### src/rtl/pc_jump_unit_pkg.sv
// pc_pkg: shared state encoding, address type and default parameters for the PC stage.
package pc_pkg;
   localparam int unsigned ADDR_W_DEF    = 16;
   localparam int unsigned RESET_VEC_DEF = 0;
   typedef logic [ADDR_W_DEF-1:0] addr_t;
   typedef enum logic [1:0] {BOOT, RUN, REDIRECT, HALT} pc_state_e;
endpackage

### src/rtl/jump_perf_counter.sv
// jump_perf_counter: enable-driven event counter that sticks at all-ones.
module jump_perf_counter #(
   parameter int unsigned W = 32
) (
   input  logic         clk,
   input  logic         rst_n,
   input  logic         en_i,
   output logic [W-1:0] cnt_o
);
   logic [W-1:0] cnt_d, cnt_q;
   always_comb cnt_d = (en_i && cnt_q != '1) ? cnt_q + W'(1) : cnt_q;
   always_ff @(posedge clk or negedge rst_n)
      if (!rst_n) cnt_q <= '0;
      else        cnt_q <= cnt_d;
   assign cnt_o = cnt_q;
endmodule

### src/rtl/pc_jump_unit.sv
// pc_jump_unit: program counter, fetch request and jump redirect stage.
// Optional jump statistics counters are built when PC_PERF_CNT_EN is defined.
module pc_jump_unit
   import pc_pkg::*;
#(
   parameter int unsigned       ADDR_W    = ADDR_W_DEF,
   parameter logic [ADDR_W-1:0] RESET_VEC = ADDR_W'(RESET_VEC_DEF)
) (
   input  logic              clk,
   input  logic              rst_n,
   input  logic              stall_i,
   input  logic              halt_i,
   input  logic              instr_valid_i,
   input  logic              jump_i,
   input  logic              cond_ok_i,
   input  logic              link_i,
   input  logic [ADDR_W-1:0] target_i,
   output logic              imem_req_o,
   output logic [ADDR_W-1:0] imem_addr_o,
   input  logic              imem_gnt_i,
   output logic [ADDR_W-1:0] dec_pc_o,
   output logic              flush_o,
   output logic              jump_taken_o,
   output logic              link_we_o,
   output logic [ADDR_W-1:0] link_addr_o
`ifdef PC_PERF_CNT_EN
   ,
   output logic [31:0]       taken_cnt_o,
   output logic [31:0]       nottaken_cnt_o
`endif
);
   pc_state_e         state_d, state_q;
   logic [ADDR_W-1:0] pc_d, pc_q, dec_pc_d, dec_pc_q, redir_d, redir_q;
   logic              run, resolve, taken;

   assign run     = state_q == RUN;
   assign resolve = run & instr_valid_i & jump_i & ~stall_i & ~halt_i;
   assign taken   = resolve & cond_ok_i;

   always_comb begin
      state_d     = state_q;
      pc_d        = pc_q;
      dec_pc_d    = dec_pc_q;
      redir_d     = redir_q;
      imem_req_o  = 1'b0;
      imem_addr_o = pc_q;
      case (state_q)
         BOOT: state_d = RUN;
         RUN: begin
            imem_req_o  = taken | ~stall_i;
            imem_addr_o = taken ? target_i : pc_q;
            if (imem_req_o && imem_gnt_i) begin
               pc_d     = imem_addr_o + ADDR_W'(1);
               dec_pc_d = imem_addr_o;
            end else if (taken) begin
               redir_d = target_i;
               state_d = REDIRECT;
            end
            if (halt_i) state_d = HALT;
         end
         REDIRECT: begin
            imem_req_o  = 1'b1;
            imem_addr_o = redir_q;
            if (imem_gnt_i) begin
               pc_d     = redir_q + ADDR_W'(1);
               dec_pc_d = redir_q;
               state_d  = RUN;
            end
            if (halt_i) state_d = HALT;
         end
         default: ;
      endcase
   end

   always_ff @(posedge clk or negedge rst_n)
      if (!rst_n) begin
         state_q  <= BOOT;
         pc_q     <= RESET_VEC;
         dec_pc_q <= RESET_VEC;
         redir_q  <= RESET_VEC;
      end else begin
         state_q  <= state_d;
         pc_q     <= pc_d;
         dec_pc_q <= dec_pc_d;
         redir_q  <= redir_d;
      end

   assign dec_pc_o     = dec_pc_q;
   assign flush_o      = taken;
   assign jump_taken_o = taken;
   assign link_we_o    = taken & link_i;
   assign link_addr_o  = dec_pc_q + ADDR_W'(1);

`ifdef PC_PERF_CNT_EN
   jump_perf_counter #(.W(32)) u_taken_cnt (
      .clk   (clk),
      .rst_n (rst_n),
      .en_i  (taken),
      .cnt_o (taken_cnt_o)
   );
   jump_perf_counter #(.W(32)) u_nottaken_cnt (
      .clk   (clk),
      .rst_n (rst_n),
      .en_i  (resolve & ~cond_ok_i),
      .cnt_o (nottaken_cnt_o)
   );
`endif
endmodule
### config.mk
export PLATFORM = sky130hd
export DESIGN_NAME = pc_jump_unit
export DESIGN_NICKNAME = d
export VERILOG_FILES = /design/src/rtl/pc_jump_unit_pkg.sv /design/src/rtl/jump_perf_counter.sv /design/src/rtl/pc_jump_unit.sv
export SDC_FILE = /design/constraint.sdc
export NUM_CORES = 1
export LEC_CHECK = 0
export BUFFER_PORTS_ARGS = -buffer_cell sky130_fd_sc_hd__buf_4
export CORE_MARGIN = 4
export CORE_UTILIZATION = 50
export CTS_BUF_LIST = sky130_fd_sc_hd__clkbuf_8
export CTS_CLUSTER_SIZE = 14
export DETAILED_ROUTE_END_ITERATION = 8
export MAX_ROUTING_LAYER = met4
export PLACE_DENSITY = 0.78
export SLEW_MARGIN = 10
export SYNTH_ARGS = -nofsm -noshare
export SYNTH_HDL_FRONTEND = slang
export SYNTH_HIERARCHICAL = 1
export SYNTH_SLANG_ARGS = --single-unit
### constraint.sdc
create_clock -name clk -period 2.35 [get_ports clk]
set_input_delay 0.235 -clock clk [delete_from_list [all_inputs] [get_ports clk]]
set_output_delay 0.235 -clock clk [all_outputs]
set_load 0.05 [all_outputs]
# [Yosys cells after proc, flatten, opt, wreduce, memory -nomap -nowiden]
# Index checks and enable logic that the tools add are counted.
[word_totals] ff_bits=50 output_inout_bits=52 wordCells=46
[classes] addsub=3 n_bitwise=10 n_eq_ne=7 mux=15 n_reduce_logical=7
[ops] op="$pmux W16 S2" n=3
[ops] op="$mux W16" n=5
[ops] op="$add A16 B1 Y16 const B" n=3
[ops] op="$mux W2" n=5
[ops] op="$and A1 B1 Y1" n=6
[ops] op="$ne A3 B3 Y1 const B" n=2
[ops] op="$pmux W2 S3" n=1
[ops] op="$reduce_and A3 Y1" n=2
[ops] op="$reduce_and A4 Y1" n=1
[ops] op="$ne A3 B2 Y1 const B" n=1
[ops] op="$not A1 Y1" n=3
[ops] op="$reduce_bool A3 Y1" n=1
[ops] op="$eq A2 B1 Y1 const B" n=1
[ops] op="$eq A2 B2 Y1 const B" n=1
[ops] op="$logic_not A2 Y1" n=1
[ops] op="$ne A2 B1 Y1 const B" n=1
[ops] op="$ne A2 B2 Y1 const B" n=1
[ops] op="$pmux W1 S2" n=1
[ops] op="$reduce_bool A2 Y1" n=1
[ops] op="$logic_and A1 B1 Y1" n=1
[ops] op="$or A1 B1 Y1" n=1

# [Logic depth before layout (Yosys ltp)]
# Gate-level depths: netlist (run 1).
[logic_depth] word_depth=11 mapped_depth=13

# [Worst setup path after synthesis (run 1)]
# OpenSTA, ideal clock, no wires.
[synth_path] path_kind="register to output" start="register state_q[1]" end="output port imem_addr_o[3]" slack_ns=-1.136 arrival_ns=3.251 stages_incl_launch_ff=12 t_required_ns=2.115 n_path_buf=4 cell_sequence="dfrtp_1 > inv_1 > ha_1 > buf_4 > and2b_1 > buf_4 > buf_6 > nand2_1 > inv_1 > clkbuf_1 > a22oi_1 > o21ai_0"
[synth_via] elab_chain_len=8 elab_cells_between_ends=9 classes_between="eq/ne (2); mux (2); bitwise (5)"
[synth_rtl] element="from (decl)" line="pc_jump_unit.sv:32" rtl="pc_state_e state_d, state_q;"
[synth_rtl] element="from (signal assigned)" line="pc_jump_unit.sv:82" rtl="state_q <= state_d;"
[synth_rtl] element="$eq A2 B1 Y1" line="pc_jump_unit.sv:36" rtl="assign run = state_q == RUN;"
[synth_rtl] element="$and A1 B1 Y1 (4 in series)" line="pc_jump_unit.sv:37" rtl="assign resolve = run & instr_valid_i & jump_i & ~stall_i & ~halt_i;"
[synth_rtl] element="$and A1 B1 Y1" line="pc_jump_unit.sv:38" rtl="assign taken = resolve & cond_ok_i;"
[synth_rtl] element="net flush_o" line="pc_jump_unit.sv:22" rtl="output logic flush_o,"
[synth_rtl] element="$mux W16" line="pc_jump_unit.sv:51" rtl="imem_addr_o = taken ? target_i : pc_q;"
[synth_rtl] element="$pmux W16 S2" line="pc_jump_unit.sv:47" rtl="case (state_q)"
[synth_rtl] element="to (decl)" line="pc_jump_unit.sv:19" rtl="output logic [ADDR_W-1:0] imem_addr_o,"
# The timed path passes the listed nets, and every way through them passes these cells.

# [Worst setup path after layout (run 1)]
[layout_path] start="register state_q[0]" end="output port imem_addr_o[15]"
[layout_via] elab_chain_len=8 elab_cells_between_ends=9 classes_between="eq/ne (2); mux (2); bitwise (5)"
[layout_rtl] element="$eq A2 B1 Y1" line="pc_jump_unit.sv:36, pc_jump_unit.sv:47"
[layout_rtl] element="$and A1 B1 Y1 (4 in series)" line="pc_jump_unit.sv:37"
[layout_rtl] element="$and A1 B1 Y1" line="pc_jump_unit.sv:38"
[layout_rtl] element="$mux W16" line="pc_jump_unit.sv:51"
[layout_rtl] element="$pmux W16 S2 (*)" line="pc_jump_unit.sv:47"
# Every way passes the cells marked *; elsewhere a longest branch is shown, timed or not.

==> reports/metrics.yaml, run 1 <==
outcome: "finished with violations"
violations: "setup timing"
wl_per_cell_um: 19.7
synthAdderAreaFrac: 0.0193
drt_iter0_markers: 330
area_growth_pct: 52.3
layout_commonest_cell: "buf_4"
cp_cell_sequence: "ha_4 > and2b_2 > buf_8 > nand2_4 > buf_6 > nor2_4 > a22o_1 > a222oi_1 > inv_1 > buf_6"
synth-simple-area-share: 0.181
first_global_vias: 3281
die_h_um: 88.5
postSynthAreaPerCell_um2: 8.74
crit_path_end_kind: "output port"
seq_area_frac_synth: 0.386
cp.buffers_inverters: 4
synth_xor_area_frac: 0.0675
fp-row-count: 29
placed_area_um2: 4420
dieWidth_um: 88.5
power_density_nw_per_um2: 1540
finalWorstSetupSlack_ns: -0.211
track_usage: 0.277
critPathLaunchType: "register"
fin_worst_skew_ns: 0.0103
antenna_found_initial: 0
worst_pin_slew_ns: 0.657
cts_sinks: 50
synth_cell_types: 48
stdcell_area_um2: 4940
cp_data_arrival_time_ns: 2.33
ant_nets: 0
core_area_um2: 6310
initial_core_util: 0.514
numCtsBuffers: 5
drc: 0
cp_max_fo: 4
fmax_ghz: 0.390
synth_nets: 401
gp_congestion: 0.880
grt_setup_unrepaired: "yes"
critical_path_class: "reg2out"
fin_crit_sh: 1.09
path_clk_slew_ns: 0.10
hold_ws_ns: 0.165
dr.pass1.iters: 6
cts_max_level: 2
num_io_pins: 77
setup_viol: 20
post-route-util: 0.782
synth_top_family_by_area: "compound AO/OA/AOI/OAI gates"
preCtsSetupSlack_ns: -0.135
fin_nets: 529
synth_edf_count: 0
final.setup.tns_ns: -2.33
synth_compound_area_frac: 0.226
cpMaxStageDelayCell: "dfrtp_1"
syn_inst: 371
synthMuxAreaShare: 0.0687
slew_headroom: 0.562
grt_pass1_wl_mm: 16.3
vias_per_cell: 6.10
drive_gt1_frac: 0.470
cts_root_buf: "clkbuf_8"
tritoncts: "built"
slew_viol_final: 0
clock_latency_ns: 0.32
leakagePower_nw: 2.33
crit_path_max_incr_delay_ns: 0.44
cpLargestDelayFamily: "buffers and inverters"
cts_max_path_buffers: 2
wirelength_mm: 11.4
synth_area_um2: 3240
grt_max_degree: 51
drv_cap: 0
die_area_um2: 7840
min_path_type: "in2reg"
num_vias: 3517
io_buffers: 76
hold_violations: 0
async_flop_share: 1.00
layout_common_cells: "134 x buf_4, 71 x nand2_1, 50 x dfrtp_1, 32 x o21ai_0, 18 x mux2_2"
min_period_ns: 2.56
timing.critical_path.mode_cell: "buf_6"
ys_ff_latch: 50
ys.flop_type: "dfrtp_1"
synth_warnings: 6
diodes: 0
overflow: 0
ir_drop_v: 0.00123
post-dp-hpwl_mm: 7.16
cp.required_ns: 2.12
-- stage by stage --
stage	total power, mW	instances
CTS	7.21	565
global route	7.92	577
finish	7.58	577
detailed placement	6.37	546
floorplan	4.87	371
global placement	6.25	546
-- cells in the mapped netlist (4+ instances only) --
cell,count,share of area
a21oi_1,6,0.0093
a22oi_1,10,0.023
xnor2_1,18,0.049
nand3_1,12,0.019
nor3_1,5,0.0077
nor2_1,17,0.020
clkbuf_1,12,0.014
o21ai_0,46,0.071
nand4_1,5,0.0096
a2bb2oi_1,6,0.016
ha_1,5,0.019
inv_1,10,0.012
buf_2,5,0.0077
buf_4,4,0.0093
mux2_2,18,0.062
a21o_1,4,0.0093
dfrtp_1,50,0.39
nand2_1,74,0.086
xor2_1,7,0.019
a31oi_1,12,0.023
a2bb2oi_2,6,0.028
-- cells by family (layout without fill, tap and decap cells) --
kind of cell / Yosys count / after routing
AO/OA/AOI/OAI: 107 / 107
AND/OR/NAND/NOR: 129 / 129
flip-flops: 50 / 50
adder cells (fa/ha/maj): 5 / 5
buffers and inverters: 35 / 164
XOR/XNOR: 25 / 25
multiplexers: 20 / 20
-- flip-flops by register name, summed over array words and instances (netlist names) --
register,count
state_q,2
redir_q,16
pc_q,16
dec_pc_o,16
-- routing by layer --
metal  global-route usage  part of all wire  wire length (um)
met2                0.438              0.48              5440
met5                    -                 0                 0
met4               0.0920             0.034               386
met1                0.365              0.40              4550
met3               0.0400             0.088               995
-- path summary, 6_finish.rpt --
check	end	slack (ns)	cells after the start	from
worst max-delay path	imem_addr_o[15]	-0.21	10	state_q[0]
min in group asynchronous	dec_pc_o[12]	0.48	2	rst_n
worst min register to register	redir_q[14]	0.52	1	redir_q[14]
worst min-delay path	redir_q[7]	0.17	2	target_i[7]
worst max register to register	pc_q[13]	-0.19	9	state_q[1]
max in group asynchronous	redir_q[0]	1.43	2	rst_n
-- power breakdown --
part | internal (mW) | switching, mW | total [mW]
clock | 0.314 | 0.321 | 0.635
sequential | 1.19 | 0.423 | 1.61
combinational | 2.01 | 3.33 | 5.34
total | 3.51 | 4.08 | 7.58
-- what timing repair did --
item / 4_1_cts / 5_1_grt
gates cloned: 0 / 1
setup endpoints to repair: 20 / 27
pin swaps: 11 / 17
endpoints found under the hold margin: 50 / 0
hold buffers: 1 / 0
buffers inserted: 10 / 12
resized for setup: 24 / 22
-- area by class of cell --
class / instances / area, um^2
inverters: 11 / 53.8
fillers: 398 / 1380
multi-input cells: 286 / 2260
well taps: 77 / 96.3
clock buffers: 5 / 68.8
repair buffers: 145 / 1170
flip-flops and latches: 50 / 1250
clock inverters: 3 / 41.3
Power figures use the tool's default switching activity.
==> run 2, diff against run 1 <==
--- a/config.mk
+++ b/config.mk
@@ -9,10 +9,11 @@
 export CORE_MARGIN = 4
 export CORE_UTILIZATION = 50
 export CTS_BUF_LIST = sky130_fd_sc_hd__clkbuf_8
+export CTS_CLUSTER_DIAMETER = 30
 export CTS_CLUSTER_SIZE = 14
 export DETAILED_ROUTE_END_ITERATION = 8
 export MAX_ROUTING_LAYER = met4
-export PLACE_DENSITY = 0.78
+export PLACE_DENSITY = 0.75
 export SLEW_MARGIN = 10
 export SYNTH_ARGS = -nofsm -noshare
 export SYNTH_HDL_FRONTEND = slang
==> constraint.sdc (replaced) <==
create_clock -name clk -period 3 [get_ports clk]
set_input_delay 0.3 -clock clk [delete_from_list [all_inputs] [get_ports clk]]
set_output_delay 0.3 -clock clk [all_outputs]
set_load 0.05 [all_outputs]
==> run 2 against run 1 <==
Effect of this change: the run ends with hold timing left; clock power decreased by 35%; worst hold slack lost 0.17 ns; routed wire length down 24%; power is 35% lower; global-route usage decreased by 3.3 points; die area is the same; critical path depth is 2 lower; sequential power decreased by 25%; final area down 18%; combinational power fell by 38%; via count fell by 14%; sequential share of layout area is 5.6 points higher; critical endpoint is now pc_q[13]; largest cell class unchanged.
==> reports/metrics.yaml, run 2 (synthesis results as in run 1) <==
outcome: "finished with violations"
violations: "hold timing"
numCtsBuffers: 5  # unchanged
die_area_um2: 7840  # unchanged
cts_sinks: 50  # unchanged
reg2reg_to: "pc_q[13]"
dr.pass1.iters: 6  # unchanged
critical_path_class: "reg2reg"
cts_max_level: 2  # unchanged
cp.required_ns: 3.20  # +1.08 ns
r2r_slack_ns: 0.21  # +0.40 ns
p_sw_frac: 0.555  # +0.0174
drt_iter0_markers: 216  # -35%
fin_worst_skew_ns: 0.00467  # -0.00561 ns
core_area_um2: 6310  # unchanged
crit_path_end_kind: "register"
initial_core_util: 0.514  # unchanged
cp_data_arrival_time_ns: 2.99  # +0.66 ns
preCtsSetupSlack_ns: 0.0589  # +0.194 ns
fin_nets: 476  # -10%
ir_drop_v: 0.000773  # -37%
track_usage: 0.243  # -0.0331
overflow: 0  # unchanged
clock_latency_ns: 0.31  # about the same
tritoncts: "built"
fin_crit_sh: 0.930
switchingPower_mw: 2.74  # -33%
p_clk_frac: 0.084  # about the same
antenna_found_initial: 0  # unchanged
post-dp-hpwl_mm: 6.52  # -8.9%
slew_viol_final: 0  # unchanged
instances_no_fill: 524  # -9.2%
setup_viol: 0  # -100%
path_clk_slew_ns: 0.09  # about the same
power_density_nw_per_um2: 1220  # -20%
leakagePower_nw: 1.89  # -19%
placedCellCount: 516  # -5.5%
gp_congestion: 0.945  # +7.4%
hold_ws_ns: -0.00265  # -0.168 ns
finalPower_mw: 4.95  # -35%
wirelength_mm: 8.69  # -24%
cp_cell_sequence: "ha_1 > buf_4 > nand2b_2 > o21ai_0 > a2bb2oi_2 > nand4_4 > or4_1 > a221o_1"
post-cts-setup-buffer-count: 0  # -10
endpoint: "pc_q[13]"
finalWorstSetupSlack_ns: 0.210  # +0.421 ns
die_h_um: 88.5  # unchanged
worst_pin_slew_ns: 0.626  # -0.0309 ns
r2r_cells: 8  # -1
combPwrFrac: 0.671  # -0.033
cp-startpoint: "state_q[0]"
ant_nets: 0  # unchanged
io_buffers: 76  # unchanged
cts_root_buf: "clkbuf_8"
layout_common_cells: "92 x buf_4, 74 x nand2_1, 50 x dfrtp_1, 36 x o21ai_0"
internal_power_mw: 2.20  # -37%
crit_path_max_incr_delay_ns: 0.57  # +0.13 ns
pwr-share-seq: 0.246  # +0.034
diodes: 0  # unchanged
fmax_ghz: 0.358
cp_max_fo: 16  # +12
grt_max_degree: 51  # unchanged
cts_max_path_buffers: 2  # unchanged
critPathLaunchType: "register"
min_period_ns: 2.79
num_vias: 3024  # -14%
cpMaxStageDelayCell: "or4_1"
dieWidth_um: 88.5  # unchanged
grt_pass1_wl_mm: 14.6  # -10%
slew_headroom: 0.583  # +0.0206
num_io_pins: 77  # unchanged
drive_gt1_frac: 0.315  # -0.155
hold_violations: 4  # +4
vias_per_cell: 5.77  # -5.3%
r2r_start: "state_q[0]"
wl_per_cell_um: 16.6  # -16%
area_growth_pct: 24.6
drc: 0  # unchanged
layout_commonest_cell: "buf_4"
drv_cap: 0  # unchanged
min_path_type: "in2async"
post-route-util: 0.640  # -0.142
fp-row-count: 29  # unchanged
grt_setup_unrepaired: "no"
fillCellCount: 552  # +39%
first_global_vias: 2981  # -9.1%
==> run 2: changes by cell type in the layout (fill, tap and decap cells not counted), moves of 4 or more <==
cell       before  now
nor3_1          1    5
a2bb2oi_1       0    5
o21ai_2         5    9
nand3_1         8   12
o21ai_4         8    0
buf_6           5    0
xnor2_2         7    0
xnor2_1        11   18
buf_4         134   92
o21ai_0        32   36
==> run 2: layer usage <==
layer	part of all wire	vias up	GRT usage
met1	0.44	1403	0.333
met5	0	-	-
met2	0.46	135	0.376
met3	0.084	12	0.0372
li1	-	1474	-
met4	0.016	0	0.0701
==> run 2: layout make-up <==
cell class                 instances  area, um^2  share of cell area
clock inverter                     2        12.5             0.00310
clock buffer                       6        82.6              0.0204
multi-input combinational        286        1870               0.462
sequential                        50        1250               0.310
timing repair buffer              92         691               0.171
inverter                          11        41.3              0.0102
tap                               77        96.3              0.0238
==> run 2: worst min-delay path by stage <==
stage | endpoint | slack (ns) | startpoint
after floorplan | dec_pc_o[0] | 0.004 | rst_n
final | redir_q[4] | -0.003 | rst_n
after global placement | redir_q[4] | 0.36 | rst_n
after detailed placement | redir_q[4] | 0.37 | rst_n
after global routing | pc_q[11] | 0.06 | rst_n
after CTS | redir_q[4] | 0.03 | rst_n
==> run 2: power groups by stage <==
stage	logic [mW]	registers, mW	clock network, mW
finish	3.32	1.21	0.413
CTS	3.31	1.20	0.425
floorplan	2.11	1.45	0
detailed placement	3.30	1.22	0
global route	3.55	1.26	0.453
global placement	3.25	1.21	0
==> run 2: critical path: cells and delay by family (launching register included) <==
family | cells | cell delay [ns]
compound gates | 3 | 0.82
buf+inv | 1 | 0.17
fa+ha+maj | 1 | 0.22
flops | 1 | 0.43
simple gates | 3 | 1.03
==> run 2: through the flow <==
step	hold slack (ns)	area (um^2)	TNS, ns
final	-0.00265	4040	0
after global routing	0.0613	4040	0
after CTS	0.0301	4030	0
after detailed placement	0.366	3940	0
after global placement	0.365	3940	0
after floorplan	0.00441	3270	-0.182
==> run 2: timing repair <==
action	CTS	global route
gates cloned	0	0
setup endpoints to repair	1	1
hold buffers	0	0
gates resized for setup	1	1
==> run 3, diff against run 2 <==
==> constraint.sdc (replaced) <==
create_clock -name clk -period 2.7 [get_ports clk]
set_input_delay 0.54 -clock clk [delete_from_list [all_inputs] [get_ports clk]]
set_output_delay 0.54 -clock clk [all_outputs]
set_load 0.05 [all_outputs]
==> run 3 against run 2 <==
Effect of this change: the flow now finishes without violations; setup slack got worse by 0.14 ns; sequential share of layout area down 2.5 points; sequential power increased by 14%; core utilization increased by 5.7 points; via count is 5.7% higher; sequential cell count did not move; critical path depth stayed put; power increased by 20%; critical path type is now reg2out; highest routed layer unchanged.
==> reports/metrics.yaml, run 3 (synthesis results as in run 1) <==
post-dp-hpwl_mm: 6.69  # +2.6%
antenna_found_initial: 0  # unchanged
layout_commonest_cell: "buf_4"
fin_crit_sh: 0.974
fp-row-count: 29  # unchanged
crit_path_end_kind: "output port"
placed_area_um2: 4180  # +6.2%
initial_core_util: 0.514  # unchanged
diodes: 0  # unchanged
cp_max_fo: 13  # -3
die_h_um: 88.5  # unchanged
gp_congestion: 0.907  # -4.1%
finalPower_mw: 5.93  # +20%
cp.required_ns: 2.16  # -1.04 ns
fin_nets: 492  # +3.4%
tritoncts: "built"
outcome: "finished clean"
cts_sinks: 50  # unchanged
first_global_vias: 3106  # +4.2%
stdcell_area_um2: 4400  # +8.9%
dr.pass1.iters: 8  # +2
fin_worst_skew_ns: 0.0136  # +0.00890 ns
wl_per_cell_um: 17.2  # +3.9%
critical_path_class: "reg2out"
critPathLaunchType: "register"
setup_viol: 0  # unchanged
area_growth_pct: 35.6
grt_pass1_wl_mm: 15.2  # +4.0%
worst_pin_slew_ns: 0.648  # +0.0220 ns
wirelength_mm: 9.30  # +7.1%
drc: 0  # unchanged
cts_max_path_buffers: 2  # unchanged
grt_max_degree: 51  # unchanged
min_path_type: "in2async"
numCtsBuffers: 5  # unchanged
vias_per_cell: 5.92  # +2.6%
ir_drop_v: 0.000960  # +24%
slew_viol_final: 0  # unchanged
overflow: 0  # unchanged
dieWidth_um: 88.5  # unchanged
pwr-share-seq: 0.233  # -0.013
cts_max_level: 2  # unchanged
leakagePower_nw: 2.05  # +8.4%
switchingPower_mw: 3.26  # +19%
num_io_pins: 77  # unchanged
cp_data_arrival_time_ns: 2.09  # -0.90 ns
drv_cap: 0  # unchanged
io_buffers: 76  # unchanged
layout_common_cells: "103 x buf_4, 73 x nand2_1, 50 x dfrtp_1, 31 x o21ai_0, 18 x mux2_2"
track_usage: 0.255  # +0.0111
combPwrFrac: 0.689  # +0.018
num_vias: 3196  # +5.7%
power_density_nw_per_um2: 1350  # +10%
p_clk_frac: 0.078  # -0.006
die_area_um2: 7840  # unchanged
path_clk_slew_ns: 0.10  # about the same
fmax_ghz: 0.380
drt_iter0_markers: 253  # +17%
cts_root_buf: "clkbuf_8"
hold_violations: 0  # -4
min_period_ns: 2.63
drive_gt1_frac: 0.393  # +0.0777
clock_latency_ns: 0.32  # about the same
core_area_um2: 6310  # unchanged
internal_power_mw: 2.66  # +21%
slew_headroom: 0.568  # -0.0146
ant_nets: 0  # unchanged
p_sw_frac: 0.551  # -0.00401
==> run 3: cell types whose count changed in the layout (fill, tap and decap cells not counted), moves of 3 or more <==
cell / delta
o21ai_4: +8
buf_6: +3
buf_4: +11
xnor2_2: +5
xnor2_1: -5
a2bb2oi_1: -3
a22oi_2: +5
a22oi_1: -5
o21ai_0: -5
a2bb2oi_2: +3
==> run 3: repair_timing <==
action | CTS | global route
gates cloned | 0 | 0
setup endpoints to repair | 14 | 19
buffers inserted | 0 | 2
resized for setup | 4 | 23
endpoints found under the hold margin | 0 | 0
pin swaps | 0 | 1
hold buffers | 0 | 0
==> run 3: final timing paths <==
kind,startpoint,to,slack [ns],cells after the start
max reg2reg,state_q[1],pc_q[13],0.17,9
min reg2reg,redir_q[14],redir_q[14],0.51,1
max,state_q[1],imem_addr_o[9],0.07,8
max in group asynchronous,rst_n,pc_q[14],2.02,1
min,rst_n,dec_pc_o[15],0.24,1
min in group clk,target_i[3],redir_q[3],0.47,2
==> run 3: critical path: stages, from the launching register on <==
cell and delay [ns]:
dfrtp_1 0.42, inv_1 0.08, ha_2 0.19, and2b_2 0.24, nand2_4 0.09, a21o_2 0.33, nand2_1 0.17, o21ai_4 0.07
buf_4 0.19
==> run 3: final cells by class <==
| type | count | area, um^2 |
|---|---|---|
| timing repair buffer | 108 | 847 |
| clock buffer | 5 | 68.8 |
| multi-input combinational | 286 | 2070 |
| clock inverter | 3 | 21.3 |
| sequential | 50 | 1250 |
| fill | 510 | 1910 |
| inverter | 11 | 43.8 |
| tap | 77 | 96.3 |
==> run 3: through the flow <==
stage	worst slack [ns]	instances	hold WS, ns	util	setup TNS, ns
after global placement	0.0724	530	0.486	0.662	0
after floorplan	-0.0248	371	0.244	-	-0.0248
after CTS	0.0304	538	0.269	0.678	0
final	0.0697	540	0.241	0.697	0
after global routing	-0.0218	540	0.293	0.697	-0.0271
after detailed placement	0.0113	530	0.495	0.662	0
==> run 3: power by group through the flow <==
stage          clock network (mW)  registers [mW]  logic [mW]
2_1_floorplan                   0            1.62        2.48
3_3_place_gp                    0            1.35        3.90
3_5_place_dp                    0            1.37        3.97
4_1_cts                     0.470            1.36        3.98
5_1_grt                     0.499            1.42        4.35
6_report                    0.462            1.38        4.08
==> run 3: routing by layer <==
metal	track usage	routed length (um)
met3	0.0345	792
met4	0.0646	137
met5	-	0
met1	0.347	4020
met2	0.402	4350
